$ cat src/rtl/softmax_pkg.sv
// rtl/softmax_pkg.sv - shared softmax types, default widths and helpers
package softmax_pkg;

   localparam int SOFTMAX_DATA_WIDTH = 32;

   typedef enum logic [1:0] {
      ST_FILL   = 2'd0,
      ST_STREAM = 2'd1,
      ST_WAIT   = 2'd2,
      ST_DONE   = 2'd3
   } softmax_state_e;

   // Width able to index n entries, never narrower than one bit.
   function automatic int ctr_width(input int n);
      return (n > 1) ? $clog2(n) : 1;
   endfunction

endpackage

$ cat src/rtl/softmax_value_buffer.sv
// rtl/softmax_value_buffer.sv - value register file, one write port, one async read port
module softmax_value_buffer #(
   parameter int DATA_WIDTH = 32,
   parameter int DEPTH      = 2,
   parameter int ADDR_WIDTH = 1
) (
   input  logic                  clk,
   input  logic                  wr_en,
   input  logic [ADDR_WIDTH-1:0] wr_addr,
   input  logic [DATA_WIDTH-1:0] wr_data,
   input  logic [ADDR_WIDTH-1:0] rd_addr,
   output logic [DATA_WIDTH-1:0] rd_data
);

   logic [DATA_WIDTH-1:0] mem_q [DEPTH];

   always_ff @(posedge clk) begin
      if (wr_en) begin
         mem_q[wr_addr] <= wr_data;
      end
   end

   assign rd_data = mem_q[rd_addr];

endmodule

$ cat src/rtl/softmax_feeder.sv
// rtl/softmax_feeder.sv - buffers a weight vector, streams it to the softmax cell, holds the result
module softmax_feeder
   import softmax_pkg::*;
#(
   parameter int DATA_WIDTH    = SOFTMAX_DATA_WIDTH,
   parameter int WEIGHT_AMOUNT = 2,
   parameter int TIMEOUT       = 16
) (
   input  logic                  clk,
   input  logic                  rst,
   input  logic [DATA_WIDTH-1:0] load_value,
   input  logic                  load_valid,
   output logic                  load_ready,
   input  logic                  start,
   output logic                  busy,
   output logic [DATA_WIDTH-1:0] output_index,
   output logic [DATA_WIDTH-1:0] output_value,
   output logic                  output_enable,
   input  logic [DATA_WIDTH:0]   softmax_result,
   output logic [DATA_WIDTH-1:0] result_index,
   output logic                  result_valid,
   output logic                  result_error,
   input  logic                  result_ack
);

   localparam int FCW = $clog2(WEIGHT_AMOUNT + 1);
   localparam int TW  = ctr_width(TIMEOUT);
   localparam int AW  = ctr_width(WEIGHT_AMOUNT);

   softmax_state_e        state_q, state_d;
   logic [FCW-1:0]        fill_count_q, fill_count_d;
   logic [FCW-1:0]        stream_index_q, stream_index_d;
   logic [TW-1:0]         wait_count_q, wait_count_d;
   logic                  load_ready_q, load_ready_d;
   logic                  busy_q, busy_d;
   logic                  output_enable_q, output_enable_d;
   logic [DATA_WIDTH-1:0] output_index_q, output_index_d;
   logic [DATA_WIDTH-1:0] output_value_q, output_value_d;
   logic [DATA_WIDTH-1:0] result_index_q, result_index_d;
   logic                  result_valid_q, result_valid_d;
   logic                  result_error_q, result_error_d;

   logic                  buf_wr_en;
   logic [AW-1:0]         buf_rd_addr;
   logic [DATA_WIDTH-1:0] buf_rd_data;
   logic [FCW-1:0]        next_index;

   softmax_value_buffer #(
      .DATA_WIDTH (DATA_WIDTH),
      .DEPTH      (WEIGHT_AMOUNT),
      .ADDR_WIDTH (AW)
   ) u_buffer (
      .clk     (clk),
      .wr_en   (buf_wr_en),
      .wr_addr (AW'(fill_count_q)),
      .wr_data (load_value),
      .rd_addr (buf_rd_addr),
      .rd_data (buf_rd_data)
   );

   // Read address looks one entry ahead so the registered pair lands with its index.
   assign next_index  = stream_index_q + FCW'(1);
   assign buf_rd_addr = (state_q == ST_STREAM) ? AW'(next_index) : '0;

   always_comb begin
      state_d         = state_q;
      fill_count_d    = fill_count_q;
      stream_index_d  = stream_index_q;
      wait_count_d    = wait_count_q;
      result_index_d  = result_index_q;
      result_valid_d  = result_valid_q;
      result_error_d  = result_error_q;
      output_enable_d = 1'b0;
      output_index_d  = '0;
      output_value_d  = '0;
      buf_wr_en       = 1'b0;

      case (state_q)
         ST_FILL: begin
            if (load_valid && load_ready_q) begin
               buf_wr_en    = 1'b1;
               fill_count_d = fill_count_q + FCW'(1);
            end else if (start && (fill_count_q == FCW'(WEIGHT_AMOUNT))) begin
               state_d         = ST_STREAM;
               stream_index_d  = '0;
               output_enable_d = 1'b1;
               output_value_d  = buf_rd_data;
            end
         end
         ST_STREAM: begin
            if (stream_index_q == FCW'(WEIGHT_AMOUNT - 1)) begin
               state_d      = ST_WAIT;
               wait_count_d = '0;
            end else begin
               stream_index_d  = next_index;
               output_enable_d = 1'b1;
               output_index_d  = DATA_WIDTH'(next_index);
               output_value_d  = buf_rd_data;
            end
         end
         ST_WAIT: begin
            // A valid result on the final wait cycle takes priority over the timeout.
            if (softmax_result[DATA_WIDTH]) begin
               state_d        = ST_DONE;
               result_index_d = softmax_result[DATA_WIDTH-1:0];
               result_error_d = 1'b0;
               result_valid_d = 1'b1;
            end else if (wait_count_q == TW'(TIMEOUT - 1)) begin
               state_d        = ST_DONE;
               result_index_d = '0;
               result_error_d = 1'b1;
               result_valid_d = 1'b1;
            end else begin
               wait_count_d = wait_count_q + TW'(1);
            end
         end
         ST_DONE: begin
            if (result_ack) begin
               state_d        = ST_FILL;
               result_valid_d = 1'b0;
               result_error_d = 1'b0;
               fill_count_d   = '0;
            end
         end
         default: state_d = ST_FILL;
      endcase

      load_ready_d = (state_d == ST_FILL) && (fill_count_d < FCW'(WEIGHT_AMOUNT));
      busy_d       = (state_d == ST_STREAM) || (state_d == ST_WAIT);
   end

   always_ff @(posedge clk) begin
      if (rst) begin
         state_q         <= ST_FILL;
         fill_count_q    <= '0;
         stream_index_q  <= '0;
         wait_count_q    <= '0;
         load_ready_q    <= 1'b1;
         busy_q          <= 1'b0;
         output_enable_q <= 1'b0;
         output_index_q  <= '0;
         output_value_q  <= '0;
         result_index_q  <= '0;
         result_valid_q  <= 1'b0;
         result_error_q  <= 1'b0;
      end else begin
         state_q         <= state_d;
         fill_count_q    <= fill_count_d;
         stream_index_q  <= stream_index_d;
         wait_count_q    <= wait_count_d;
         load_ready_q    <= load_ready_d;
         busy_q          <= busy_d;
         output_enable_q <= output_enable_d;
         output_index_q  <= output_index_d;
         output_value_q  <= output_value_d;
         result_index_q  <= result_index_d;
         result_valid_q  <= result_valid_d;
         result_error_q  <= result_error_d;
      end
   end

   assign load_ready    = load_ready_q;
   assign busy          = busy_q;
   assign output_enable = output_enable_q;
   assign output_index  = output_index_q;
   assign output_value  = output_value_q;
   assign result_index  = result_index_q;
   assign result_valid  = result_valid_q;
   assign result_error  = result_error_q;

endmodule

$ cat config.mk
export PLATFORM = sky130hd
export DESIGN_NAME = softmax_feeder
export DESIGN_NICKNAME = d
export VERILOG_FILES = /design/src/rtl/softmax_pkg.sv /design/src/rtl/softmax_value_buffer.sv /design/src/rtl/softmax_feeder.sv
export SDC_FILE = /design/constraint.sdc
export NUM_CORES = 1
export LEC_CHECK = 0
export ABC_AREA = 0
export CAP_MARGIN = 0
export CELL_PAD_IN_SITES_DETAIL_PLACEMENT = 2
export CELL_PAD_IN_SITES_GLOBAL_PLACEMENT = 2
export CORE_UTILIZATION = 39
export CTS_CLUSTER_SIZE = 10
export DETAILED_ROUTE_END_ITERATION = 7
export DONT_BUFFER_PORTS = 1
export PLACE_DENSITY_LB_ADDON = 0.25
export SLEW_MARGIN = 25
export SYNTH_ARGS = -nofsm -noshare
export SYNTH_HDL_FRONTEND = slang
export SYNTH_SLANG_ARGS = --single-unit
$ cat constraint.sdc
create_clock -name clk -period 4.6 [get_ports clk]
set_clock_uncertainty 0.2 [all_clocks]
set_input_delay 0.46 -clock clk [delete_from_list [all_inputs] [get_ports clk]]
set_output_delay 0.46 -clock clk [all_outputs]
set_load 0.005 [all_outputs]
# After elaboration in Yosys (flattened, before gate mapping)
# Memory sizes are Yosys's and may differ from the RTL's.
# Cells that the tools add are included.
[totals] wordCells=90 mem_count=1 reg_bits=111 ram_bits=64 output_inout_bits=101
[memory_table] name="u_buffer.mem_q" words=2 word_bits=32 read_ports=1 rd_ports_with_merged_regs=0 wr=1 line_no="softmax_value_buffer.sv:15" source="logic [DATA_WIDTH-1:0] mem_q [DEPTH];"
[classes] n_mux=39 eq_ne=16 n_reduce_logical=16 n_lt_le_gt_ge=1 add_sub_neg=3 bitwise_logic=1
[ops] op="$mux 32" count=5
[ops] op="$pmux 32 s2" count=1
[ops] op="$mux 2" count=11
[ops] op="$mux 1" count=12
[ops] op="$mux 4" count=3
[ops] op="$ne 2x2->1 const B" count=6
[ops] op="$eq 2x2->1 const B" count=4
[ops] op="$pmux 2 s2" count=2
[ops] op="$pmux 2 s4" count=1
[ops] op="$pmux 4 s2" count=1
[ops] op="$reduce_and 4->1" count=2
[ops] op="$reduce_bool 2->1" count=4
[ops] op="$eq 2x1->1 const B" count=3
[ops] op="$pmux 1 s2" count=3
[ops] op="$add 2x1->2 const B" count=2
[ops] op="$add 4x1->4 const B" count=1
[ops] op="$eq 4x4->1 const B" count=1
[ops] op="$logic_not 2->1" count=2
[ops] op="$logic_and 1x1->1" count=3
[ops] op="$ne 3x3->1 const B" count=1
[ops] op="$reduce_and 3->1" count=1
[ops] op="$reduce_or 3->1" count=1
[ops] op="$lt 2x2->1 const B" count=1
[ops] op="$ne 2x1->1 const B" count=1
[ops] op="4 further kinds" count=4

# Depth between registers and ports, before layout
[depth] ltp_word=7 ltp_mapped=8 ltp_nobuf=8

# Hierarchy
# Synthesis repeated with hierarchy kept, for this count alone.
[hier_totals] cells_unflattened=419 hier_area_um2=5754.3
[by_module_without_submodules] mod="softmax_feeder" cells_per_inst=317 instances=1 area_each_um2=3275.6
[by_module_without_submodules] mod="softmax_value_buffer" cells_per_inst=102 instances=1 area_each_um2=2478.6

# Worst setup path before layout
# No wires, ideal clock.
[synth_timing] path_kind="reg2reg" from="register state_q[1]" to="memory u_buffer.mem_q[0][0], enable pin" n_path_buf=0 period_less_slack_ns=3.649 path_stages_with_launch=5 path_slack_ns=0.951 setup_time_ns=0.461 arrival_time_ns=2.988 path_cell_list="dfxtp_1 inv_1 ha_1 inv_1 nor3_1"
[synth_between] elab_chain_cells=4
[synth_lines] item="start, declared" line_no="softmax_feeder.sv:30" source="softmax_state_e state_q, state_d;"
[synth_lines] item="start signal, assigned" line_no="softmax_feeder.sv:147" source="state_q <= state_d;"
[synth_lines] item="$logic_not 2->1" line_no="softmax_feeder.sv:78" source="case (state_q)"
[synth_lines] item="$mux 1" line_no="softmax_feeder.sv:78"
[synth_lines] item="$mux 1" line_no="softmax_value_buffer.sv:18" source="if (wr_en) begin"
[synth_lines] item="$mux 1 (not written as such)" line_no="softmax_value_buffer.sv:19" source="mem_q[wr_addr] <= wr_data;"
[synth_lines] item="end, declared" line_no="softmax_value_buffer.sv:15"
# Every way passes these cells.

# Worst setup path in the final report
[layout_timing] from="register state_q[0]" to="register result_index_q[2] (netlist: result_index[2])"
[layout_between] elab_chain_cells=2
[layout_lines] item="$eq 2x2->1" line_no="softmax_feeder.sv:78"
[layout_lines] item="$reduce_and 2->1 (no line)"
[layout_lines] item="end signal, assigned" line_no="softmax_feeder.sv:156" source="result_index_q <= result_index_d;"
[layout_lines] item="end, declared" line_no="softmax_feeder.sv:39" source="logic [DATA_WIDTH-1:0] result_index_q, result_index_d;"
# Every way passes these cells.
# A chain may end at the register's enable or synchronous reset.

==> impl_table.tex <==
\begin{tabular}{lr}
\hline
Metric & Value \\
\hline
\multicolumn{2}{l}{\textbf{Setup path}} \\
Element type at the critical path start & register \\
Count of buffering cells on the critical path with inverters included & 2 \\
Slowest cell on crit path & and2\_2 \\
Capturing element type of the critical path & register \\
Startpoint of the lowest-slack register-to-register path & state\_q[0]\$\_SDFF\_PP0\_ \\
Maximum fanout encountered on the critical timing path & 32 \\
Reg2Reg Capture Point & result\_index[2]\$\_SDFFE\_PP0P\_ \\
Crit path arrival time & 2.88 ns \\
Depth of the critical timing path with buffers and inverters included & 6 \\
Crit-path cells & inv\_1, ha\_1, and2\_2, a22oi\_1, nor2\_1, dlygate4sd3\_1 \\
CP startpoint & state\_q[0]\$\_SDFF\_PP0\_ \\
Worst-case register-to-register setup slack & between 1.5 and 2 ns \\
Critical Path RT & $\sim$4.8 ns \\
Highest cell delay on the worst timing path & around 0.66 ns \\
CP top delay family & simple AND/OR/NAND/NOR gates \\
CP Capture Point & result\_index[2]\$\_SDFFE\_PP0P\_ \\
Path depth of the worst reg2reg path & 6 \\
Classification of the worst setup path & register to register \\
\multicolumn{2}{l}{\textbf{Place}} \\
Detailed placement HPWL & roughly 7.8 mm \\
Number of placed cells counting well taps & between 600 and 700 \\
Routability-driven placement congestion ratio & 0.696 \\
IO Port Bufs & 0 \\
\multicolumn{2}{l}{\textbf{STA}} \\
Endpoints failing setup & 0 \\
Slew margin rel. & a little under half \\
Final count of hold timing violations & 0 \\
Crit share post-route & between 50\% and 60\% \\
Achievable Freq & 369 MHz \\
RSZ-0062 raised after global routing & false \\
Slew at the pin closest to its max-slew limit & between 0.7 and 0.8 ns \\
Sum of negative setup slack & 0 ns \\
Final critical delay including setup and external delays & 2.71 ns \\
Pins over their slew limit & 0 \\
\multicolumn{2}{l}{\textbf{Global route}} \\
Wire length of the first global-routing pass & about 22 mm \\
Grt total ovfl & 0 \\
Antenna violations before repair & 0 \\
GR Util All Layers & between 20\% and 30\% \\
Largest net degree at the start of global routing & 45 \\
Via count of the first global-routing pass & about 3.9k \\
\multicolumn{2}{l}{\textbf{Synth}} \\
Sequential fraction of the synthesis area & roughly two thirds \\
Register bit total from synthesis & $\sim$150 \\
Cells taking the most area after synthesis & edfxtp\_1, dfxtp\_1, nand2\_1 \\
Post-synthesis instance area & around 5300 sq um \\
Post-synth top area cell & edfxtp\_1 \\
Mapped Avg Cell Area & 11.7 sq um \\
Fraction of post-synthesis cell area in the top cell type by area & between 30 and 40\% \\
Unique cell type count in the Yosys netlist & 37 \\
Count of synthesis-stage warnings from yosys & 0 \\
Cell count after synthesis & approximately 450 \\
\multicolumn{2}{l}{\textbf{Power}} \\
Standby leakage power & about 2.4 nW \\
Internal cell power & approximately 2.6 mW \\
Part of the total power dissipated in sequential elements & between 40\% and 50\% \\
Power density normalized to cell area & about 540 nW/um\^{}2 \\
Pwr Total & between 3 and 4 mW \\
Clock network power share & 41.2\% \\
Comb pwr share & a little over an eighth \\
Net switching fraction of the power & 26.5\% \\
Switching pwr & about 0.93 mW \\
Max rail drop VDD & 0.291 mV \\
\multicolumn{2}{l}{\textbf{Drt}} \\
Detailed router's first-iteration violation count & approximately 130 \\
Via count & about 3.5k \\
WL/cell & 20.4 um \\
DRC violation count after routing & 0 \\
Initial DRT Pass Iterations & 4 \\
Final antenna-violating net count & 0 \\
Vias/cell & 5.08 \\
Detailed-route wire length & between 10 and 15 mm \\
\multicolumn{2}{l}{\textbf{CTS}} \\
Maximum clock insertion buffer count & 2 \\
Clk pin slew, worst setup/hold paths & approximately 0.060 ns \\
Setup repair bufs after CTS & 0 \\
Clock latency on the worst-skew pair & roughly 0.43 ns \\
Max H-tree Level & 4 \\
\# clock sinks & 145 \\
Clock tree from TritonCTS & done \\
CTS Root Cell & clkbuf\_16 \\
CTS Buf Count & 17 \\
\multicolumn{2}{l}{\textbf{Floorplan}} \\
Overall die area & roughly 14000 sq um \\
Initial cell density of the core & approximately two fifths \\
Number of standard-cell rows in the floorplan & 42 \\
Top Ports & roughly 170 \\
Height of the die & about 120 um \\
Placeable Area & around 13000 sq um \\
Chip Width & approximately 120 um \\
\multicolumn{2}{l}{\textbf{Cells and area}} \\
Top library cells by usage in the layout, fill and taps aside & dfxtp\_1, nand2\_1, edfxtp\_1 \\
Most common cell after layout, fill and taps aside & dfxtp\_1 \\
Post-layout nets & 586 \\
P\&R area growth vs syn & 23.4\% \\
Final cell count without fillers & 697 \\
Antenna fix cells & 0 \\
Ratio of cells with drive above 1 in the final layout & roughly 8.4\% \\
\multicolumn{2}{l}{\textbf{Job}} \\
Max-capacitance violation count & 0 \\
\multicolumn{2}{l}{\textbf{Hold path}} \\
Hold WC Path Type & input pin to register \\
\multicolumn{2}{l}{\textbf{Run status}} \\
Run status & finished, final reports clean \\
\hline
\end{tabular}
power by group through the flow:
stage | clock [mW] | sequential (mW) | combinational (mW)
2_1_floorplan | 0 | 1.61 | 0.304
3_3_place_gp | 0 | 1.61 | 0.389
3_5_place_dp | 0 | 1.62 | 0.403
4_1_cts | 1.48 | 1.60 | 0.470
5_1_grt | 1.53 | 1.62 | 0.517
6_report | 1.45 | 1.60 | 0.461
metal layers:
layer	up-vias	global-route usage (%)	wire length (um)
met5	-	0	0
met4	0	8.73	269
met3	23	7.19	815
met2	113	37.7	7450
met1	1780	23.4	5660
li1	1623	-	-
cell type report:
class | instances | area, sq um
fillers | 1314 | 6700
well taps | 176 | 220
multi-input cells | 271 | 1440
clock buffers | 20 | 468
clock inverters | 12 | 153
flip-flops and latches | 145 | 3540
repair buffers | 63 | 628
inverters | 10 | 37.5
per-stage QoR:
stage / hold WS (ns) / utilization (%) / area (sq um) / worst slack, ns
after global routing: 0.0162 / 49.2 / 6490 / 1.72
after CTS: 0.00546 / 49.2 / 6490 / 1.95
after global placement: 0.257 / 40.0 / 5280 / 2.10
after detailed placement: 0.270 / 40.0 / 5280 / 2.07
final: 0.0230 / 49.2 / 6490 / 1.89
after floorplan: 0.249 / - / 5370 / 0.951
registers in the layout (all words and copies together) (netlist names):
name / count
busy: 1
fill_count_q: 2
load_ready: 1
output_enable: 1
output_index: 2
output_value: 32
result_error: 1
result_index: 32
result_valid: 1
state_q: 2
stream_index_q: 2
u_buffer.mem_q: 64
wait_count_q: 4
logic make-up (layout without fill, tap and decap cells):
logic type | after synthesis | in the layout | synth area share, %
compound gates | 97 | 97 | 11.8
buf+inv | 64 | 105 | 7.59
mux | 3 | 3 | 0.595
other cells | 1 | 30 | 0.0713
flops | 145 | 145 | 67.3
fa+ha+maj | 8 | 8 | 1.90
simple gates | 133 | 133 | 10.7
worst min-delay path by stage:
| stage | startpoint | end | slack (ns) | cells after the start |
|---|---|---|---|---|
| final | softmax_result[22] | result_index[22]$_SDFFE_PP0P_ | 0.02 | 2 |
| after global routing | softmax_result[17] | result_index[17]$_SDFFE_PP0P_ | 0.02 | 2 |
| after CTS | softmax_result[22] | result_index[22]$_SDFFE_PP0P_ | 0.005 | 2 |
| after detailed placement | stream_index_q[1]$_SDFFE_PP0P_ | stream_index_q[1]$_SDFFE_PP0P_ | 0.27 | 2 |
| after global placement | stream_index_q[1]$_SDFFE_PP0P_ | stream_index_q[1]$_SDFFE_PP0P_ | 0.26 | 2 |
| after floorplan | wait_count_q[1]$_SDFFE_PP0P_ | wait_count_q[1]$_SDFFE_PP0P_ | 0.25 | 2 |
cell usage after synthesis:
master	count
dfxtp_1	81
nand2_1	70
edfxtp_1	64
a21oi_1	42
nor2_1	40
a22oi_1	32
buf_4	31
buf_2	10
inv_1	10
clkbuf_1	9
o21ai_0	9
ha_1	8
nor3_1	5
a21o_1	4
buf_6	4
and2_1	3
a22o_1	2
a2bb2oi_1	2
and2b_1	2
mux2i_1	2
nand2b_1	2
nand3_1	2
nand4_1	2
or3_1	2
a31oi_1	1
a31oi_4	1
and4b_1	1
conb_1	1
mux2_2	1
nand2b_4	1
nor2b_1	1
nor4_1	1
o21a_1	1
o21ai_2	1
o31ai_1	1
o32ai_1	1
or4_1	1
what timing repair did:
| item | CTS | global route |
|---|---|---|
| setup endpoints to repair | 0 | 0 |
| resized for setup | 0 | 0 |
| hold buffers | 58 | 0 |
| hold endpoints to repair | 108 | 0 |
No activity file was read; power rests on OpenSTA's default activity.
